## src/rtl/music_player_core.sv

```systemverilog
// Transport FSM, frame-strobe sync, tempo-selectable beat generator and
// saturating multi-voice mixer feeding the codec one sample per frame.
module music_player_core #(
   parameter int NUM_SONGS  = 4,
   parameter int VOICES     = 3,
   parameter int SAMPLE_W   = 18,
   parameter int BEAT_COUNT = 1000,
   parameter int BEAT_W     = 11
) (
   input  logic                         clk,
   input  logic                         reset,
   input  logic                         play_button,
   input  logic                         next_button,
   input  logic [1:0]                   tempo,
   input  logic                         song_done,
   input  logic                         new_frame,
   input  logic [VOICES*SAMPLE_W-1:0]   voice_sample,
   input  logic [VOICES-1:0]            voice_valid,
   output logic                         play,
   output logic [$clog2(NUM_SONGS)-1:0] current_song,
   output logic                         reset_player,
   output logic                         generate_next_sample,
   output logic                         new_sample_generated,
   output logic                         beat,
   output logic [SAMPLE_W-1:0]          sample_out,
   output logic                         clip,
   output logic                         underrun
);
   localparam int SONG_W = $clog2(NUM_SONGS);
   localparam int SUM_W  = SAMPLE_W + $clog2(VOICES) + 1;
   localparam logic signed [SUM_W-1:0] SAT_MAX =
      {{(SUM_W-SAMPLE_W+1){1'b0}}, {(SAMPLE_W-1){1'b1}}};
   localparam logic signed [SUM_W-1:0] SAT_MIN =
      {{(SUM_W-SAMPLE_W+1){1'b1}}, {(SAMPLE_W-1){1'b0}}};

   function automatic logic signed [SAMPLE_W-1:0] sat_value(input logic signed [SUM_W-1:0] s);
      if (s > SAT_MAX)      sat_value = {1'b0, {(SAMPLE_W-1){1'b1}}};
      else if (s < SAT_MIN) sat_value = {1'b1, {(SAMPLE_W-1){1'b0}}};
      else                  sat_value = s[SAMPLE_W-1:0];
   endfunction

   function automatic logic sat_flag(input logic signed [SUM_W-1:0] s);
      sat_flag = (s > SAT_MAX) || (s < SAT_MIN);
   endfunction

   typedef enum logic [1:0] {PAUSED, PLAYING, NEXT} state_t;
   state_t state, next_state;

   always_comb begin
      next_state = state;
      case (state)
         PAUSED: begin
            if (next_button)      next_state = NEXT;
            else if (play_button) next_state = PLAYING;
         end
         PLAYING: begin
            if (next_button || song_done) next_state = NEXT;
            else if (play_button)         next_state = PAUSED;
         end
         default: next_state = PAUSED;
      endcase
   end

   always_ff @(posedge clk) begin
      if (!reset) begin
         state        <= PAUSED;
         current_song <= '0;
      end else begin
         state <= next_state;
         if (next_state == NEXT)
            current_song <= (current_song == SONG_W'(NUM_SONGS-1)) ? '0
                                                                    : current_song + SONG_W'(1);
      end
   end

   assign play         = (state == PLAYING);
   assign reset_player = (state == NEXT);

   // frame strobe: edge-detect, registered so the pulse is one clean cycle
   logic nf_p0, gen_p1;
   always_ff @(posedge clk) begin
      if (!reset) begin
         nf_p0  <= 1'b0;
         gen_p1 <= 1'b0;
      end else begin
         nf_p0  <= new_frame;
         gen_p1 <= new_frame & ~nf_p0;
      end
   end

   assign generate_next_sample = gen_p1;
   assign new_sample_generated = gen_p1;

   logic [BEAT_W-1:0] beat_cnt;
   logic [BEAT_W:0]   stop;
   logic              beat_hit, advance;

   always_comb begin
      case (tempo)
         2'b01:   stop = (BEAT_W+1)'(BEAT_COUNT/2);
         2'b10:   stop = (BEAT_W+1)'(2*BEAT_COUNT);
         default: stop = (BEAT_W+1)'(BEAT_COUNT);
      endcase
   end

   // >= rather than == so a tempo switch to a shorter beat never skips one
   assign beat_hit = ({1'b0, beat_cnt} >= (stop - {{BEAT_W{1'b0}}, 1'b1}));
   assign advance  = gen_p1 & play;
   assign beat     = advance & beat_hit;

   always_ff @(posedge clk) begin
      if (!reset)       beat_cnt <= '0;
      else if (advance) beat_cnt <= beat_hit ? '0 : beat_cnt + BEAT_W'(1);
   end

   // stage p0: per-voice capture
   logic signed [SAMPLE_W-1:0] voice_p0 [VOICES];
   logic [VOICES-1:0]          seen_p0;

   always_ff @(posedge clk) begin
      for (int i = 0; i < VOICES; i++)
         if (voice_valid[i]) voice_p0[i] <= voice_sample[i*SAMPLE_W +: SAMPLE_W];
   end

   logic signed [SUM_W-1:0] sum_p0;
   always_comb begin
      sum_p0 = '0;
      for (int i = 0; i < VOICES; i++)
         sum_p0 = sum_p0 + {{(SUM_W-SAMPLE_W){voice_p0[i][SAMPLE_W-1]}}, voice_p0[i]};
      if (!play) sum_p0 = '0;
   end

   // stage p1: saturated mix waiting for the next frame strobe
   logic signed [SAMPLE_W-1:0] pending_p1;
   logic                       pending_ok_p1;
   logic                       mix_go;

   assign mix_go = (&seen_p0) & ~pending_ok_p1 & ~gen_p1;

   always_ff @(posedge clk) begin
      if (!reset) begin
         seen_p0       <= '0;
         pending_p1    <= '0;
         pending_ok_p1 <= 1'b0;
         sample_out    <= '0;
         clip          <= 1'b0;
         underrun      <= 1'b0;
      end else begin
         clip     <= 1'b0;
         underrun <= 1'b0;
         if (gen_p1) begin
            seen_p0       <= voice_valid;
            pending_ok_p1 <= 1'b0;
            if (pending_ok_p1) sample_out <= pending_p1;
            else               underrun   <= 1'b1;
         end else begin
            seen_p0 <= seen_p0 | voice_valid;
            if (mix_go) begin
               pending_p1    <= sat_value(sum_p0);
               pending_ok_p1 <= 1'b1;
               clip          <= sat_flag(sum_p0);
            end
         end
      end
   end
endmodule

```

## config.mk

```make
export PLATFORM = sky130hd
export DESIGN_NAME = music_player_core
export DESIGN_NICKNAME = d
export VERILOG_FILES = /design/src/rtl/music_player_core.sv
export SDC_FILE = /design/constraint.sdc
export NUM_CORES = 1
export LEC_CHECK = 0
export BUFFER_PORTS_ARGS = -buffer_cell sky130_fd_sc_hd__buf_2
export CAP_MARGIN = 20
export CORE_MARGIN = 3
export CORE_UTILIZATION = 25
export DETAILED_ROUTE_END_ITERATION = 8
export HOLD_SLACK_MARGIN = 0.15
export SLEW_MARGIN = 30
export SYNTH_ARGS = -nofsm -noshare
export SYNTH_HDL_FRONTEND = slang
export SYNTH_SLANG_ARGS = --single-unit
```

## constraint.sdc

```tcl
create_clock -name clk -period 3.38 [get_ports clk]
set_input_delay 0.338 -clock clk [delete_from_list [all_inputs] [get_ports clk]]
set_output_delay 0.338 -clock clk [all_outputs]
set_load 0.01 [all_outputs]
```

# ---- Word-level counts from Yosys, hierarchy flattened
# Memory sizes are Yosys's and may differ from the RTL's.
# Cells that the tools add are included.
dict set report classes {
  add_sub_neg 5
  n_lt_le_gt_ge 3
  n_eq_ne 6
  n_mux 19
  bitwise 11
  reduce_logical 9
}
# operator count
set ops {}
lappend ops {{18-bit two-way mux} 2}
lappend ops {{11-bit one-hot mux with 2 select lines} 1}
lappend ops {{21-bit by 18-bit > comparator with 1-bit output, second input constant} 1}
lappend ops {{21-bit by 18-bit less-than comparator with 1-bit output, second input constant} 1}
lappend ops {{21-bit two-way mux} 1}
lappend ops {{19-bit by 18-bit adder with 20-bit output} 1}
lappend ops {{18-bit by 18-bit adder with 19-bit output} 1}
lappend ops {{11-bit by 12-bit greater-or-equal comparator with 1-bit output} 1}
lappend ops {{12-bit by 1-bit subtractor with 12-bit output, second input constant} 1}
lappend ops {{11-bit by 1-bit adder with 11-bit output, second input constant} 1}
lappend ops {{11-bit two-way mux} 1}
lappend ops {{2-bit two-way mux} 5}
lappend ops {{2-bit == test, second input constant} 4}
lappend ops {{1-bit two-way mux} 7}
lappend ops {{2-bit AND reduction} 3}
lappend ops {{1-bit bitwise AND} 5}
lappend ops {{1-bit NOT} 5}
lappend ops {{2-bit by 1-bit == test with 1-bit output, second input constant} 2}
lappend ops {{2-bit one-hot mux with 2 select lines} 1}
lappend ops {{3-bit two-way mux} 1}
lappend ops {{3-bit OR} 1}
lappend ops {{3-bit AND reduction} 1}
lappend ops {{3-bit OR reduction} 1}
lappend ops {{2-bit by 1-bit adder with 2-bit output, second input constant} 1}
lappend ops {{3 further kinds} 4}
dict set report totals {
  ff_bits 59
  ram_bits 54
  in_bits 65
  memories 1
}
# memory depth word_bits read_ports rd_clocked_by_memory_dff wr line
set mem_list {}
lappend mem_list {voice_p0 3 18 3 0 3 117} ;# logic signed [SAMPLE_W-1:0] voice_p0 [VOICES];

# ---- Depth between registers and ports, before layout
# An unclocked memory read counts as a cell.
dict set report depth {
  depth_word 7
  depth_mapped 15
  mapped_depth_nobuf 13
}

# ---- Worst setup path after synthesis
# No wires, ideal clock.
dict set report synth_path {
  kind {register -> register}
  start {memory voice_p0[0][2]}
  end {register pending_p1[11]}
  t_arrival_ps 3260
  required_ps 3312
  slack_ps 52
  stages_incl_launch_ff 13
  period_less_slack_ps 3328
  cell_sequence {edfxtp_1 > fa_1 > ha_1 > a211oi_1 > o21bai_1 > a311o_1 > o2111ai_1 > o311ai_1 > a2111o_1 > and2_4 > buf_6 > buf_12 > a21oi_4}
}
# element line
set synth_rtl {}
lappend synth_rtl {{start, declared} 117}
lappend synth_rtl {{end signal, assigned} 159} ;# pending_p1 <= sat_value(sum_p0);
lappend synth_rtl {{end, declared} 134} ;# logic signed [SAMPLE_W-1:0] pending_p1;

==> parameters.txt <==
Parameter                              Value

Clock tree
  Root buffer cell    sky130_fd_sc_hd__clkbuf_16
  Register clock-pin slew on the reported worst setup and hold paths    0.05 ns
  CTS H-Tree Depth    4
  Sinks on Clock Net    between 100 and 150
  Later-pin clock latency in the skew report    ~0.4 ns
  Max Buffers Root-to-Sink    2
  Clock tree from TritonCTS    yes
  Number of buffers added by the clock tree synthesis step    17

Finish
  Layout filler cell count    about 2100
  Final net count    ~760
  Area Growth Syn to Fin    39.1%
  Antenna Diode Count    0
  Fraction of layout instances using a drive strength above 1    between 20% and 30%
  Post-route design area    around 7600 um^2
  Leading cell type in the layout, fill and taps excluded    sky130_fd_sc_hd__buf_2
  Most frequent cells in the layout    sky130_fd_sc_hd__buf_2 (91), sky130_fd_sc_hd__dfxtp_1 (59), sky130_fd_sc_hd__nand2_1 (58)

Yosys
  Most area-hungry cell type in the Yosys netlist    sky130_fd_sc_hd__edfxtp_1
  Average cell area after synthesis    around 11 um^2
  Syn nets    approximately 590
  Number of synthesized flops with an enable pin    54
  Synth async-reset ratio    0%
  Most used flip-flop cell after synthesis    sky130_fd_sc_hd__dfxtp_1
  Post-synth top area share    between 20% and 30%
  Number of standard cells after synthesis    ~480
  Post-synth cell types    54
  Portion of the post-synthesis area used by sequential elements    about 51%
  Number of register bits inferred by synthesis    113
  Warnings, synthesis    0
  Post-synthesis instance area    between 5000 and 6000 um^2
  Top cells by area in the synthesized netlist    sky130_fd_sc_hd__edfxtp_1 (30%), sky130_fd_sc_hd__dfxtp_1 (22%), sky130_fd_sc_hd__fa_1 (7.0%)

STA
  Final sum of negative setup slack    0 ns
  Final cycle utilization of the critical path    98.7%
  Skew final    0.0103 ns
  Endpoints failing hold    0
  Maximum operating frequency    300 MHz
  Least-Margin Pin Slew    0.752 ns
  Remaining max-slew budget at the tightest pin    about half
  Final setup violation count    0
  Min cycle time layout    3.34 ns
  Fin Hold WS    0.265 ns
  Final Slew Violations    0
  RSZ-0062 raised after global routing    true

Routing
  DR DRC count    0
  Drt initial violations    150
  Average routed wire per standard cell    around 14 um
  Via count    3979
  Ratio of routed vias to standard cells    approximately 4.3
  ANT nets after route    0
  Number of iterations in the first detailed-routing pass    4
  Final wirelength    ~13000 um

Global routing
  Total GRT Usage    11.0%
  Met3 track demand over resource in global routing    2.84%
  Wire length of the first global-routing pass    slightly above 20000 um
  Fraction of met2 tracks used by global routing    about 17%
  Maximum number of pins on one net before global-route repair    between 50 and 60
  Vias in the first global route    4025
  Top Usage Layer GRT    met2
  Met1 track demand over resource in global routing    roughly 15%
  Initial antenna violation count    0
  Residual overflow from global routing    0

Worst setup path
  Type of the setup path with the least slack    flip-flop to flip-flop
  Maximum fanout along the worst path    10
  Kind of end point of the critical path    flip-flop
  Worst setup SP type    flip-flop
  Required time of the critical path    ~3.7 ns
  Critical Path AT    ~3.7 ns

Pwr
  Switching power    around 0.0012 W
  Pleak    between 2 and 3 nW
  Share of total power in the clock network    40.1%
  Fraction of power consumed by combinational cells    23.8%
  Net Sw Frac    a little over a quarter
  Design Power    between 0.004 and 0.005 W
  Cell internal power dissipation    0.00312 W
  Cell area power density    about 560 nW/um^2
  Max IR drop VDD    around 330 uV
  Part of the power in registers    roughly 36%

Floorplan
  Number of primary I/O pins    92
  FP Rows    53
  Area of the die    23700 um^2
  Die outline height    roughly 150 um
  Area of the core    roughly 21000 um^2
  Floorplan die width    154 um
  Starting utilization of the core area    ~26%

Placed design
  GPL Wtd Cong    a little under 0.8
  Total cell area at the placement stage    between 6000 and 7000 um^2
  HPWL after detailed placement    about 8500 um
  # port buffers    ~90

Flow run
  Reported max-cap violation count    0

Outcome
  Outcome    finished, final reports clean

Worst hold path
  Class of the most critical hold timing path    input pin to flip-flop
metrics by stage:
stage / setup WS [ns] / std cells / utilization [%]
finish: 0.0444 / 929 / 35.8
global route: -0.100 / 929 / 35.8
CTS: 0.0167 / 925 / 35.4
detailed placement: -0.0870 / 834 / 29.4
global placement: -0.0672 / 834 / 29.4
floorplan: 0.0519 / 479 / -
layer usage:
layer	share of wire (%)	wire length (um)
met1	51	6400
met2	44	5580
met3	3.4	427
met4	1.2	152
met5	0	0
Yosys cell counts, drive strengths merged (2+ instances only):
master	number
and3	3
buf	4
nand2	58
a21boi	18
nor2	23
ha	30
a31oi	3
mux2i	4
a32o	2
a21o	5
inv	13
nor2b	10
o21ai	29
clkbuf	17
o21bai	3
and2	8
xor2	12
a211oi	3
a21oi	39
edfxtp	54
nor3	2
dfxtp	59
fa	19
xnor2	10
nand4	4
or3	2
o21a	3
nand2b	3
nand3	21
repair_timing:
| action | in CTS | in global routing |
|---|---|---|
| resized for setup | 10 | 12 |
| buffers inserted | 4 | 4 |
| setup endpoints to repair | 17 | 17 |
| endpoints found under the hold margin | 56 | 0 |
| pin swaps | 9 | 6 |
| hold buffers | 56 | 0 |
sequential cells by signal, summed over array words and instances (netlist names), 2 cells and up:
name	count
beat_cnt	11
current_song	2
pending_p1	18
sample_out	18
seen_p0	3
state	2
voice_p0	54
power by group through the flow:
stage | Combinational (W) | Clock [W] | Sequential, W
2_1_floorplan | 0.000591 | 0 | 0.00157
3_3_place_gp | 0.000848 | 0 | 0.00157
3_5_place_dp | 0.000848 | 0 | 0.00157
4_1_cts | 0.000973 | 0.00176 | 0.00155
5_1_grt | 0.00114 | 0.00182 | 0.00156
6_report | 0.00102 | 0.00172 | 0.00155
final cells by class:
class | count | area [um^2] | area share [%]
flip-flops and latches | 113 | 2800 | 36.9
multi-input cells | 332 | 2640 | 34.7
repair buffers | 165 | 1190 | 15.6
clock buffers | 28 | 559 | 7.36
well taps | 275 | 344 | 4.53
inverters | 13 | 48.8 | 0.642
clock inverters | 3 | 17.5 | 0.230
critical path, stage by stage, from the launching register on:
cell	delay, ns
sky130_fd_sc_hd__edfxtp_1	0.40
sky130_fd_sc_hd__fa_1	0.56
sky130_fd_sc_hd__ha_4	0.33
sky130_fd_sc_hd__o211ai_1	0.11
sky130_fd_sc_hd__o211a_1	0.29
sky130_fd_sc_hd__nor4_4	0.30
sky130_fd_sc_hd__nor2_2	0.07
sky130_fd_sc_hd__buf_4	0.14
sky130_fd_sc_hd__o221a_4	0.29
sky130_fd_sc_hd__a2111o_1	0.31
sky130_fd_sc_hd__and2_4	0.19
sky130_fd_sc_hd__buf_12	0.15
sky130_fd_sc_hd__a21oi_1	0.11
kinds of logic (layout without fill, tap and decap cells):
family | after synthesis | after routing | synth area share, %
flops | 113 | 113 | 51.3
xor+xnor | 22 | 22 | 3.53
simple gates | 140 | 140 | 12.2
buf+inv | 34 | 209 | 2.89
fa+ha+maj | 49 | 49 | 13.8
compound gates | 117 | 117 | 15.5
mux | 4 | 4 | 0.733
final timing paths:
| check | end | slack (ns) | from | cells after the start |
|---|---|---|---|---|
| min reg2reg | generate_next_sample | 0.38 | nf_p0 | 1 |
| min | state[0] | 0.26 | play_button | 4 |
| max reg2reg | pending_p1[3] | 0.04 | voice_p0[0][42] | 12 |
| max | pending_p1[3] | 0.04 | voice_p0[0][42] | 12 |
Note: power is estimated with default switching activity, not from simulation.
